<file path="src/rtl/execute_stage_pkg.sv">
// Shared execute-stage types: ALU class/operation codes, forwarding selects and the EX/MEM payload.
// The decode controller imports the ALU class encodings from here as well.
package execute_stage_pkg;

  localparam int unsigned XLEN      = 32;
  localparam int unsigned REG_IDX_W = 5;
  localparam int unsigned SHAMT_W   = 5;

  typedef enum logic [1:0] {
    ALUOP_ADD   = 2'b00,
    ALUOP_SUB   = 2'b01,
    ALUOP_FUNCT = 2'b10,
    ALUOP_RSVD  = 2'b11
  } alu_class_e;

  typedef enum logic [3:0] {
    ALU_ADD  = 4'd0,
    ALU_SUB  = 4'd1,
    ALU_AND  = 4'd2,
    ALU_OR   = 4'd3,
    ALU_XOR  = 4'd4,
    ALU_SLL  = 4'd5,
    ALU_SRL  = 4'd6,
    ALU_SRA  = 4'd7,
    ALU_SLT  = 4'd8,
    ALU_SLTU = 4'd9,
    ALU_ZERO = 4'd10
  } alu_op_e;

  typedef enum logic [1:0] {
    FWD_REG    = 2'b00,
    FWD_MEM_WB = 2'b01,
    FWD_EX_MEM = 2'b10
  } fwd_sel_e;

  typedef struct packed {
    logic                 mem_to_reg;
    logic                 reg_write;
    logic                 mem_read;
    logic                 mem_write;
    logic [XLEN-1:0]      alu_result;
    logic [XLEN-1:0]      store_data;
    logic [REG_IDX_W-1:0] rd;
  } ex_mem_t;

  // Map the ALU class plus funct fields onto a concrete ALU operation.
  function automatic alu_op_e alu_decode(input logic [1:0] alu_class,
                                         input logic [2:0] funct3,
                                         input logic       funct7_b5);
    alu_op_e op;
    op = ALU_ZERO;
    case (alu_class)
      ALUOP_ADD: op = ALU_ADD;
      ALUOP_SUB: op = ALU_SUB;
      ALUOP_FUNCT: begin
        case (funct3)
          3'b000:  op = funct7_b5 ? ALU_SUB : ALU_ADD;
          3'b001:  op = ALU_SLL;
          3'b010:  op = ALU_SLT;
          3'b011:  op = ALU_SLTU;
          3'b100:  op = ALU_XOR;
          3'b101:  op = funct7_b5 ? ALU_SRA : ALU_SRL;
          3'b110:  op = ALU_OR;
          default: op = ALU_AND;
        endcase
      end
      default: op = ALU_ZERO;
    endcase
    return op;
  endfunction

endpackage

</file>
<file path="src/rtl/execute_stage_if.sv">
// ID/EX inputs, MEM/WB write-back port and EX/MEM outputs of the execute stage.
interface execute_stage_if;
  import execute_stage_pkg::*;

  logic                 mem_to_reg_in;
  logic                 reg_write_in;
  logic                 mem_read_in;
  logic                 mem_write_in;
  logic                 beq_instruction_in;
  logic                 aluSrc_in;
  logic [1:0]           aluOp_in;
  logic [REG_IDX_W-1:0] rs1_in;
  logic [REG_IDX_W-1:0] rs2_in;
  logic [REG_IDX_W-1:0] rd_in;
  logic [XLEN-1:0]      reg_a_in;
  logic [XLEN-1:0]      reg_b_in;
  logic [XLEN-1:0]      imediato_in;
  logic [6:0]           funct7_in;
  logic [2:0]           funct3_in;

  logic                 wb_reg_write;
  logic [REG_IDX_W-1:0] wb_rd;
  logic [XLEN-1:0]      wb_data;

  logic                 mem_to_reg_out;
  logic                 reg_write_out;
  logic                 mem_read_out;
  logic                 mem_write_out;
  logic [XLEN-1:0]      alu_result_out;
  logic [XLEN-1:0]      store_data_out;
  logic [REG_IDX_W-1:0] rd_out;
  logic [REG_IDX_W-1:0] dest_ex_mem;
  logic [1:0]           fwd_a_sel;
  logic [1:0]           fwd_b_sel;

  modport master (
    output mem_to_reg_in, reg_write_in, mem_read_in, mem_write_in, beq_instruction_in,
           aluSrc_in, aluOp_in, rs1_in, rs2_in, rd_in, reg_a_in, reg_b_in, imediato_in,
           funct7_in, funct3_in, wb_reg_write, wb_rd, wb_data,
    input  mem_to_reg_out, reg_write_out, mem_read_out, mem_write_out, alu_result_out,
           store_data_out, rd_out, dest_ex_mem, fwd_a_sel, fwd_b_sel
  );

  modport slave (
    input  mem_to_reg_in, reg_write_in, mem_read_in, mem_write_in, beq_instruction_in,
           aluSrc_in, aluOp_in, rs1_in, rs2_in, rd_in, reg_a_in, reg_b_in, imediato_in,
           funct7_in, funct3_in, wb_reg_write, wb_rd, wb_data,
    output mem_to_reg_out, reg_write_out, mem_read_out, mem_write_out, alu_result_out,
           store_data_out, rd_out, dest_ex_mem, fwd_a_sel, fwd_b_sel
  );

endinterface

</file>
<file path="src/rtl/execute_stage_ex_mem.sv">
// EX/MEM pipeline register; asynchronous reset clears the in-flight instruction.
module ex_mem_register
  import execute_stage_pkg::*;
(
  input  logic    clk,
  input  logic    rst_n,
  input  ex_mem_t d,
  output ex_mem_t q
);

  always_ff @(posedge clk or negedge rst_n) begin
    if (!rst_n) begin
      q <= '0;
    end else begin
      q <= d;
    end
  end

endmodule

</file>
<file path="src/rtl/execute_stage.sv">
// Execute stage: operand forwarding, ALU and the EX/MEM register.
// Branches resolve in decode, so beq_instruction_in is intentionally not consumed here.
module execute_stage
  import execute_stage_pkg::*;
(
  input  logic            clock,
  input  logic            reset,
  execute_stage_if.slave  ex
);

  ex_mem_t         d;
  ex_mem_t         q;
  fwd_sel_e        fwd_a;
  fwd_sel_e        fwd_b;
  logic [XLEN-1:0] op_a;
  logic [XLEN-1:0] op_b;
  logic [XLEN-1:0] alu_b;
  logic [XLEN-1:0] alu_y;
  logic [SHAMT_W-1:0] shamt;
  alu_op_e         alu_op;
  logic            ex_mem_fwd_ok;
  logic            wb_fwd_ok;
  logic            unused_ok;

  // Loads sitting in EX/MEM are never forwarded: decode stalls on that hazard.
  assign ex_mem_fwd_ok = q.reg_write && !q.mem_read && (q.rd != '0);
  assign wb_fwd_ok     = ex.wb_reg_write && (ex.wb_rd != '0);

  always_comb begin
    fwd_a = FWD_REG;
    op_a  = ex.reg_a_in;
    if (ex_mem_fwd_ok && (q.rd == ex.rs1_in)) begin
      fwd_a = FWD_EX_MEM;
      op_a  = q.alu_result;
    end else if (wb_fwd_ok && (ex.wb_rd == ex.rs1_in)) begin
      fwd_a = FWD_MEM_WB;
      op_a  = ex.wb_data;
    end
  end

  always_comb begin
    fwd_b = FWD_REG;
    op_b  = ex.reg_b_in;
    if (ex_mem_fwd_ok && (q.rd == ex.rs2_in)) begin
      fwd_b = FWD_EX_MEM;
      op_b  = q.alu_result;
    end else if (wb_fwd_ok && (ex.wb_rd == ex.rs2_in)) begin
      fwd_b = FWD_MEM_WB;
      op_b  = ex.wb_data;
    end
  end

  assign alu_b  = ex.aluSrc_in ? ex.imediato_in : op_b;
  assign shamt  = alu_b[SHAMT_W-1:0];
  assign alu_op = alu_decode(ex.aluOp_in, ex.funct3_in, ex.funct7_in[5]);

  always_comb begin
    alu_y = '0;
    case (alu_op)
      ALU_ADD:  alu_y = op_a + alu_b;
      ALU_SUB:  alu_y = op_a - alu_b;
      ALU_AND:  alu_y = op_a & alu_b;
      ALU_OR:   alu_y = op_a | alu_b;
      ALU_XOR:  alu_y = op_a ^ alu_b;
      ALU_SLL:  alu_y = op_a << shamt;
      ALU_SRL:  alu_y = op_a >> shamt;
      ALU_SRA:  alu_y = XLEN'($signed(op_a) >>> shamt);
      ALU_SLT:  alu_y = XLEN'($signed(op_a) < $signed(alu_b));
      ALU_SLTU: alu_y = XLEN'(op_a < alu_b);
      default:  alu_y = '0;
    endcase
  end

  always_comb begin
    d            = '0;
    d.mem_to_reg = ex.mem_to_reg_in;
    d.reg_write  = ex.reg_write_in;
    d.mem_read   = ex.mem_read_in;
    d.mem_write  = ex.mem_write_in;
    d.alu_result = alu_y;
    d.store_data = op_b;
    d.rd         = ex.rd_in;
  end

  ex_mem_register u_ex_mem (
    .clk   (clock),
    .rst_n (reset),
    .d     (d),
    .q     (q)
  );

  assign ex.mem_to_reg_out = q.mem_to_reg;
  assign ex.reg_write_out  = q.reg_write;
  assign ex.mem_read_out   = q.mem_read;
  assign ex.mem_write_out  = q.mem_write;
  assign ex.alu_result_out = q.alu_result;
  assign ex.store_data_out = q.store_data;
  assign ex.rd_out         = q.rd;
  assign ex.dest_ex_mem    = q.reg_write ? q.rd : '0;
  assign ex.fwd_a_sel      = fwd_a;
  assign ex.fwd_b_sel      = fwd_b;

  assign unused_ok = ^{ex.beq_instruction_in, ex.funct7_in[6], ex.funct7_in[4:0]};

endmodule

</file>
<file path="src/flat_wrapper.sv">
// flat-port wrapper written by rule: the top's interface ports become plain ports
module execute_stage_flat import execute_stage_pkg::*;
  (clock, reset, ex_mem_to_reg_in, ex_reg_write_in, ex_mem_read_in, ex_mem_write_in, ex_beq_instruction_in, ex_aluSrc_in, ex_aluOp_in, ex_rs1_in, ex_rs2_in, ex_rd_in, ex_reg_a_in, ex_reg_b_in, ex_imediato_in, ex_funct7_in, ex_funct3_in, ex_wb_reg_write, ex_wb_rd, ex_wb_data, ex_mem_to_reg_out, ex_reg_write_out, ex_mem_read_out, ex_mem_write_out, ex_alu_result_out, ex_store_data_out, ex_rd_out, ex_dest_ex_mem, ex_fwd_a_sel, ex_fwd_b_sel);
  execute_stage_if ex_i ();
  input  logic clock;
  input  logic reset;
  input wire logic [$bits(ex_i.mem_to_reg_in)-1:0] ex_mem_to_reg_in;
  input wire logic [$bits(ex_i.reg_write_in)-1:0] ex_reg_write_in;
  input wire logic [$bits(ex_i.mem_read_in)-1:0] ex_mem_read_in;
  input wire logic [$bits(ex_i.mem_write_in)-1:0] ex_mem_write_in;
  input wire logic [$bits(ex_i.beq_instruction_in)-1:0] ex_beq_instruction_in;
  input wire logic [$bits(ex_i.aluSrc_in)-1:0] ex_aluSrc_in;
  input wire logic [$bits(ex_i.aluOp_in)-1:0] ex_aluOp_in;
  input wire logic [$bits(ex_i.rs1_in)-1:0] ex_rs1_in;
  input wire logic [$bits(ex_i.rs2_in)-1:0] ex_rs2_in;
  input wire logic [$bits(ex_i.rd_in)-1:0] ex_rd_in;
  input wire logic [$bits(ex_i.reg_a_in)-1:0] ex_reg_a_in;
  input wire logic [$bits(ex_i.reg_b_in)-1:0] ex_reg_b_in;
  input wire logic [$bits(ex_i.imediato_in)-1:0] ex_imediato_in;
  input wire logic [$bits(ex_i.funct7_in)-1:0] ex_funct7_in;
  input wire logic [$bits(ex_i.funct3_in)-1:0] ex_funct3_in;
  input wire logic [$bits(ex_i.wb_reg_write)-1:0] ex_wb_reg_write;
  input wire logic [$bits(ex_i.wb_rd)-1:0] ex_wb_rd;
  input wire logic [$bits(ex_i.wb_data)-1:0] ex_wb_data;
  output wire logic [$bits(ex_i.mem_to_reg_out)-1:0] ex_mem_to_reg_out;
  output wire logic [$bits(ex_i.reg_write_out)-1:0] ex_reg_write_out;
  output wire logic [$bits(ex_i.mem_read_out)-1:0] ex_mem_read_out;
  output wire logic [$bits(ex_i.mem_write_out)-1:0] ex_mem_write_out;
  output wire logic [$bits(ex_i.alu_result_out)-1:0] ex_alu_result_out;
  output wire logic [$bits(ex_i.store_data_out)-1:0] ex_store_data_out;
  output wire logic [$bits(ex_i.rd_out)-1:0] ex_rd_out;
  output wire logic [$bits(ex_i.dest_ex_mem)-1:0] ex_dest_ex_mem;
  output wire logic [$bits(ex_i.fwd_a_sel)-1:0] ex_fwd_a_sel;
  output wire logic [$bits(ex_i.fwd_b_sel)-1:0] ex_fwd_b_sel;
  assign ex_i.mem_to_reg_in = ex_mem_to_reg_in;
  assign ex_i.reg_write_in = ex_reg_write_in;
  assign ex_i.mem_read_in = ex_mem_read_in;
  assign ex_i.mem_write_in = ex_mem_write_in;
  assign ex_i.beq_instruction_in = ex_beq_instruction_in;
  assign ex_i.aluSrc_in = ex_aluSrc_in;
  assign ex_i.aluOp_in = ex_aluOp_in;
  assign ex_i.rs1_in = ex_rs1_in;
  assign ex_i.rs2_in = ex_rs2_in;
  assign ex_i.rd_in = ex_rd_in;
  assign ex_i.reg_a_in = ex_reg_a_in;
  assign ex_i.reg_b_in = ex_reg_b_in;
  assign ex_i.imediato_in = ex_imediato_in;
  assign ex_i.funct7_in = ex_funct7_in;
  assign ex_i.funct3_in = ex_funct3_in;
  assign ex_i.wb_reg_write = ex_wb_reg_write;
  assign ex_i.wb_rd = ex_wb_rd;
  assign ex_i.wb_data = ex_wb_data;
  assign ex_mem_to_reg_out = ex_i.mem_to_reg_out;
  assign ex_reg_write_out = ex_i.reg_write_out;
  assign ex_mem_read_out = ex_i.mem_read_out;
  assign ex_mem_write_out = ex_i.mem_write_out;
  assign ex_alu_result_out = ex_i.alu_result_out;
  assign ex_store_data_out = ex_i.store_data_out;
  assign ex_rd_out = ex_i.rd_out;
  assign ex_dest_ex_mem = ex_i.dest_ex_mem;
  assign ex_fwd_a_sel = ex_i.fwd_a_sel;
  assign ex_fwd_b_sel = ex_i.fwd_b_sel;
  execute_stage u_core (.clock(clock), .reset(reset), .ex(ex_i));
endmodule
</file>
<file path="config.mk">
export PLATFORM = sky130hd
export DESIGN_NAME = execute_stage_flat
export DESIGN_NICKNAME = d
export VERILOG_FILES = /design/src/rtl/execute_stage_pkg.sv /design/src/rtl/execute_stage_if.sv /design/src/rtl/execute_stage_ex_mem.sv /design/src/rtl/execute_stage.sv /design/src/flat_wrapper.sv
export SDC_FILE = /design/constraint.sdc
export NUM_CORES = 1
export LEC_CHECK = 0
export ABC_AREA = 1
export CAP_MARGIN = 25
export CORE_MARGIN = 2
export CORE_UTILIZATION = 50
export DETAILED_ROUTE_END_ITERATION = 12
export HOLD_SLACK_MARGIN = 0.15
export PLACE_DENSITY = 0.83
export SLEW_MARGIN = 10
export SYNTH_ARGS = -nofsm -noshare
export SYNTH_HDL_FRONTEND = slang
export SYNTH_HIERARCHICAL = 1
export SYNTH_SLANG_ARGS = --single-unit
export TNS_END_PERCENT = 1
</file>
<file path="constraint.sdc">
create_clock -name clock -period 11.94 [get_ports clock]
set_clock_uncertainty 0.2 [all_clocks]
set_input_delay 1.194 -clock clock [delete_from_list [all_inputs] [get_ports clock]]
set_output_delay 1.194 -clock clock [all_outputs]
set_load 0.02 [all_outputs]
</file>
=== Word level (Yosys, flattened, before mapping) ===
Index checks and enable logic that the tools add are counted.
Widths: inputs -> output; s select.

* Add/sub/neg operators: 2
* Multiply operators: 0
* Divide/modulo/power cells: 0
* Order comparisons: 2
* Equality and inequality tests: 21
* Shift operators: 3
* Mux-type cells: 15
* Bitwise gates (word level): 3
* Reduce and logical (&&, ||, !) cells: 13

{| class="wikitable"
|+ Operators with widths
! operator !! count
|-
| $pmux 32 s10 || 1
|-
| $mux 32 || 5
|-
| $lt 32x32->1 || 2
|-
| $add 32x32->32 || 1
|-
| $and 32x32->32 || 1
|-
| $or 32x32->32 || 1
|-
| $shl 32x5->32 || 1
|-
| $shr 32x5->32 || 1
|-
| $sshr 32x5->32 || 1
|-
| $sub 32x32->32 || 1
|-
| $xor 32x32->32 || 1
|-
| $pmux 4 s7 || 1
|-
| $eq 5x5->1 || 4
|-
| $eq 4x3->1 const B || 4
|-
| $pmux 4 s3 || 1
|-
| $reduce_bool 5->1 || 2
|-
| $eq 3x3->1 const B || 3
|-
| $eq 4x2->1 const B || 2
|-
| $eq 4x4->1 const B || 2
|-
| $logic_and 1x1->1 || 7
|-
| $eq 3x2->1 const B || 2
|-
| $mux 5 || 1
|-
| $eq 4x1->1 const B || 1
|-
| $logic_not 4->1 || 1
|-
| other kinds (8) || 12
|}

* Flip-flop bits (word level): 73
* Latch bits: 0
* Bits in writable memories: 0
* ROM bits: 0
* Input bits: 169
* Output and inout port bits: 82
* Memories: 0

=== Longest topological paths before layout ===
* Depth after elaboration: 8
* Depth in mapped cells: 30

=== By module ===
The synthesis kept the hierarchy.

{| class="wikitable"
|+ Modules (own cells, without submodules)
! module !! instances !! cells an instance !! area an instance (µm²) !! seq. area each (µm²)
|-
| execute_stage || 1 || 2228 || 11380.9 || 0.0
|-
| ex_mem_register || 1 || 73 || 1826.8 || 1826.8
|}

=== Least setup slack after synthesis ===
Ideal clock, no wire load.

* Path kind: input to register
* From: in ex_wb_rd[3]
* To: reg, netlist name u_core/u_ex_mem/q[62]
* Library setup time: 0.130 ns
* Data arrival time: 4.465 ns
* Setup slack: 7.145 ns
* Stages: 21
* Cell sequence: xor2_1 -> nor2_2 -> nand3_4 -> clkbuf_1 -> clkbuf_1 -> nor2_1 -> o22ai_1 -> o21ai_0 -> inv_1 -> ha_1 -> clkbuf_1 -> nand2_1 -> nor4_1 -> nand3_1 -> nand3_1 -> nand2_1 -> nand2_1 -> xor2_1 -> o211ai_1 -> nor2_1 -> nand4_1

* Word-level cells in the longest chain between the ends: 8
* Elaborated cells on any way between the ends: 20

{| class="wikitable"
|+ Ends and longest elaborated chain
! element !! line !! text
|-
| start: declaration || flat_wrapper.sv:23 || <nowiki>input wire logic [$bits(ex_i.wb_rd)-1:0] ex_wb_rd;</nowiki>
|-
| $reduce_bool 5->1 || execute_stage.sv:27 || <nowiki>assign wb_fwd_ok = ex.wb_reg_write && (ex.wb_rd != '0);</nowiki>
|-
| $logic_and 1x1->1 || execute_stage.sv:27 ||
|-
| $logic_and 1x1->1 * || execute_stage.sv:47 || <nowiki>end else if (wb_fwd_ok && (ex.wb_rd == ex.rs2_in)) begin</nowiki>
|-
| $mux 32 * || execute_stage.sv:47 ||
|-
| $mux 32 * || execute_stage.sv:44 || <nowiki>if (ex_mem_fwd_ok && (q.rd == ex.rs2_in)) begin</nowiki>
|-
| named net u_core.op_b[20] || execute_stage.sv:16 || <nowiki>logic [XLEN-1:0] op_b;</nowiki>
|-
| $mux 32 * || execute_stage.sv:53 || <nowiki>assign alu_b = ex.aluSrc_in ? ex.imediato_in : op_b;</nowiki>
|-
| $sub 32x32->32 or $add 32x32->32 (tied branches) || execute_stage.sv:61, execute_stage.sv:60 ||
|-
| $pmux 32 s10 * || execute_stage.sv:59 || <nowiki>case (alu_op)</nowiki>
|-
| named net u_core.alu_y[25] || execute_stage.sv:18 || <nowiki>logic [XLEN-1:0] alu_y;</nowiki>
|}

The timed path passes the listed nets; every way through them passes the cells marked *.

=== Final worst setup path ===
* From: in ex_wb_rd[3]
* To: reg, netlist name u_core/u_ex_mem/q[54]

* Word-level cells in the longest chain between the ends: 8
* Elaborated cells on any way between the ends: 20

{| class="wikitable"
|+ Ends and longest elaborated chain
! element !! line !! text
|-
| $reduce_bool 5->1 || execute_stage.sv:27 ||
|-
| $logic_and 1x1->1 || execute_stage.sv:27 ||
|-
| $logic_and 1x1->1 * || execute_stage.sv:47 ||
|-
| $mux 32 * || execute_stage.sv:47 ||
|-
| $mux 32 * || execute_stage.sv:44 ||
|-
| named net u_core.op_b[4] || execute_stage.sv:16 ||
|-
| $mux 32 * || execute_stage.sv:53 ||
|-
| $sub 32x32->32 (tied with other cells) || execute_stage.sv:61 || <nowiki>ALU_SUB: alu_y = op_a - alu_b;</nowiki>
|-
| $pmux 32 s10 * || execute_stage.sv:59 ||
|-
| named net u_core.alu_y[17] || execute_stage.sv:18 ||
|}

Marks and branches as above.

==> qor.csv <==
stage;metric;value;unit
critical_path;Critical-path top delay cell;nor3_1;
critical_path;CP dominant cell by count;nand2_1;
drt;post-route ant nets;0;
power_and_ir_drop;Peak VDD IR;0.09401;mV
global_routing;total track usage;45.78;%
drt;Pre-Repair DR Iteration Count;8;
clock_tree;Hold-fix buffers, CTS;0;
power_and_ir_drop;power consumption;1.575;mW
critical_path;crit-path max FO;36;
timing;Final Setup Violations;0;
clock_tree;CTS Buf Count;9;
clock_tree;post-CTS sizing;0;
placed_design;placed cell area;15570;um^2
logic_synthesis;post-synthesis net count;2571;
final_layout;max reg flops;73;
critical_path;WP data required;11930;ps
timing;Tcrit/Tclk final;66.71;%
drt;Max Used Layer;met4;
drt;Routed met1 length;25070;um
run_status;outcome;finished clean;
critical_path;CP cell instances;clkdlybuf4s50_1, xor2_1, nor2_2, nand3_4, inv_2, nand2_1, a31oi_2, nand2_1, nand2_2, buf_4, inv_2, ha_1, o21ai_0, a21oi_1, o21ai_0, inv_1, o21ai_0, a21oi_1, nand2_1, a21oi_1, nor3_1, nand2_1, inv_1, nand3_1;
floorplan;chip height;166.5;um
final_layout;biggest regs;u_core/u_ex_mem/q x73;
logic_synthesis;Post-synth EDFFs;0;
critical_path;critical path class;in -> reg;
clock_tree;clock latency on the worst-skew pair;340;ps
timing;Slew HR;21.87;%
critical_path;crit end category;register;
global_routing;largest net degree at the start of global routing;74;
logic_synthesis;asr flop ratio synth;100.0;%
timing;Final WS setup;3975;ps
placed_design;Detail Placement HPWL;51640;um
clock_tree;CTS tree;yes;
placed_design;Port Buffers;243;
global_routing;first-pass GRT wire length;97930;um
flow_run;Max-Cap Viols;0;
timing;Slew @ Worst Pin;1160;ps
power_and_ir_drop;Leakage;7.780;nW
timing;Max Freq;125.5;MHz
drt;wire length on met3;8951;um
power_and_ir_drop;Power Dens Cells;98.71;nW/um^2
timing;Slew Limit Fails;0;
logic_synthesis;Syn Inst Count;2301;
logic_synthesis;Mapped Area;13210;um^2
logic_synthesis;Ys Warns;6;
floorplan;# rows;59;
logic_synthesis;ys flop type;dfrtp_1;
floorplan;Chip Width;166.5;um
global_routing;number of global-route vias before repair;16120;
drt;metal2 WL;26830;um
placed_design;Routability Congestion;1.063;
worst_hold_path;Hold Path Class;reg -> reg;
timing;RSZ-0062 raised after global routing;false;
clock_tree;clk root buf;clkbuf_16;
final_layout;Biggest register;u_core/u_ex_mem/q;
drt;vias per cell;6.321;
floorplan;Core ar.;25980;um^2
critical_path;critical path's largest stage delay;760;ps
critical_path;WP data arrival;7950;ps
global_routing;initial antenna violation count;9;
logic_synthesis;Seq/Total Area, Yosys;13.83;%
logic_synthesis;Synth cell types;59;
logic_synthesis;Synth Register Bits;73;
final_layout;Final #Nets;2722;
clock_tree;H-tree depth;3;
floorplan;I/O pin total;251;
timing;final hold violation count;0;
timing;Worst Hold Margin;372.6;ps
final_layout;fill count;2534;
clock_tree;clock sink count;73;
drt;Initial DRC Count;3271;
global_routing;GRT overflow;0;
clock_tree;Clock transition at path regs;60;ps
final_layout;share of cells above drive strength 1;6.431;%
drt;vias post-DR;17710;
floorplan;initial core utilization;50.83;%
floorplan;DIE AREA;27730;um^2
final_layout;Layout area overhead;20.79;%
timing;Final min period;7965;ps
drt;drc violations;0;
logic_synthesis;Avg Inst Size Synth;5.740;um^2
drt;WL/cell;23.69;um
placed_design;setup slack at placement;3925;ps
clock_tree;clock buffer depth;2;
critical_path;Critical Path Start Type;input port;
final_layout;Finished Cell Area;15950;um^2
final_layout;area of the multi-input gates;9818;um^2
drt;wirelength, routed;66350;um
final_layout;Sequential Area;1827;um^2
clock_tree;post-CTS setup buffer count;0;
timing;Final TNS setup;0;ps
==> cell usage in the layout, fill, tap and decap left out, types with 5 or more instances in the layout <==
| cell | n |
|---|---|
| o21ai_0 | 139 |
| clkdlybuf4s50_1 | 242 |
| o21ai_1 | 43 |
| or2_2 | 30 |
| ha_1 | 99 |
| nor2_1 | 160 |
| xor2_1 | 19 |
| nand3b_1 | 10 |
| nand2_2 | 20 |
| diode_2 | 9 |
| nand2_1 | 607 |
| a221oi_1 | 9 |
| o211ai_1 | 13 |
| xnor2_1 | 8 |
| buf_4 | 22 |
| inv_1 | 215 |
| o21ai_2 | 9 |
| dfrtp_1 | 73 |
| o221ai_1 | 14 |
| inv_2 | 26 |
| nor3_1 | 18 |
| clkbuf_16 | 9 |
| a31oi_1 | 7 |
| nand4_1 | 22 |
| a21oi_1 | 134 |
| nand3_1 | 383 |
| o21bai_1 | 9 |
| o22ai_1 | 23 |
| nor2_2 | 11 |
| nand3_2 | 8 |
| a211oi_1 | 5 |
| nor4_1 | 8 |
| a22oi_1 | 5 |
| a21o_1 | 6 |
==> routing by layer <==
layer	vias to the layer above	global-route usage [%]
li1	7993	-
met1	8022	59.10
met2	1397	66.55
met3	294	11.67
met4	0	32.16
met5	-	0
==> power breakdown <==
part	total, mW	switching, mW	internal [mW]
Clock	0.307	0.112	0.195
Combinational	0.944	0.635	0.309
Sequential	0.324	0.0424	0.282
==> cell families (layout without fill, tap and decap cells) <==
family | count (synthesis) | in the layout | synth area share [%]
AO/OA/AOI/OAI | 439 | 439 | 19.32
buffers and inverters | 369 | 525 | 11.93
XOR/XNOR | 27 | 27 | 1.790
flip-flops | 73 | 73 | 13.83
adder cells (fa/ha/maj) | 101 | 101 | 9.682
other | 0 | 9 | 0
AND/OR/NAND/NOR | 1292 | 1292 | 43.45
==> critical path, delay by kind of cell <==
kind	cells	cell delay, ps
xor+xnor	1	210
buf+inv	6	2100
compound gates	7	1780
simple gates	9	2060
fa+ha+maj	1	560
==> metrics by stage <==
stage / util [%] / instances
6_report: 61.40 / 2801
5_1_grt: 61.39 / 2800
4_1_cts: 61.18 / 2790
3_5_place_dp: 59.90 / 2774
3_3_place_gp: 59.90 / 2774
2_1_floorplan: - / 2301
==> synth_stat cells, types with 9 or more instances <==
master / instances / area, um^2
o21ai_2: 9 / 78.83
a21oi_1: 134 / 670.6
o22ai_1: 23 / 143.9
nand3_1: 383 / 1917
inv_2: 26 / 97.59
nand3b_1: 10 / 75.07
o21bai_1: 9 / 67.56
o221ai_1: 14 / 122.6
clkbuf_1: 43 / 161.4
ha_1: 99 / 1239
inv_1: 215 / 807.0
nor3_1: 18 / 90.09
a221oi_1: 9 / 78.83
buf_6: 10 / 112.6
nor2_2: 10 / 62.56
o211ai_1: 13 / 97.59
or2_2: 30 / 187.7
nor2_1: 161 / 604.3
nand2_1: 611 / 2293
buf_2: 57 / 285.3
o21ai_0: 139 / 695.7
buf_4: 11 / 82.58
nand4_1: 22 / 137.6
o21ai_1: 43 / 215.2
nand2_2: 16 / 100.1
dfrtp_1: 73 / 1827
xor2_1: 19 / 166.4
==> worst paths after layout <==
kind,startpoint,to,slack (ps),cells after the start
worst max-delay path,ex_wb_rd[3],u_core/u_ex_mem/q[54],3970,24
worst min-delay path,u_core/u_ex_mem/q[39],u_core/u_ex_mem/q[7],370,2
worst max register to register,u_core/u_ex_mem/q[2],u_core/u_ex_mem/q[54],5360,24
worst min register to register,u_core/u_ex_mem/q[39],u_core/u_ex_mem/q[7],370,2
max in group asynchronous,reset,u_core/u_ex_mem/q[65],10390,2
min in group asynchronous,reset,u_core/u_ex_mem/q[10],550,1
==> area by class of cell <==
class | count | area share (%)
Clock buffer | 12 | 1.608
Sequential cell | 73 | 11.45
Inverter | 243 | 5.733
Clock inverter | 4 | 0.4627
Multi-Input combinational cell | 1859 | 61.54
Antenna cell | 9 | 0.1412
Timing Repair Buffer | 266 | 16.44
Tap cell | 335 | 2.627
(Power assumes the default switching activity.)
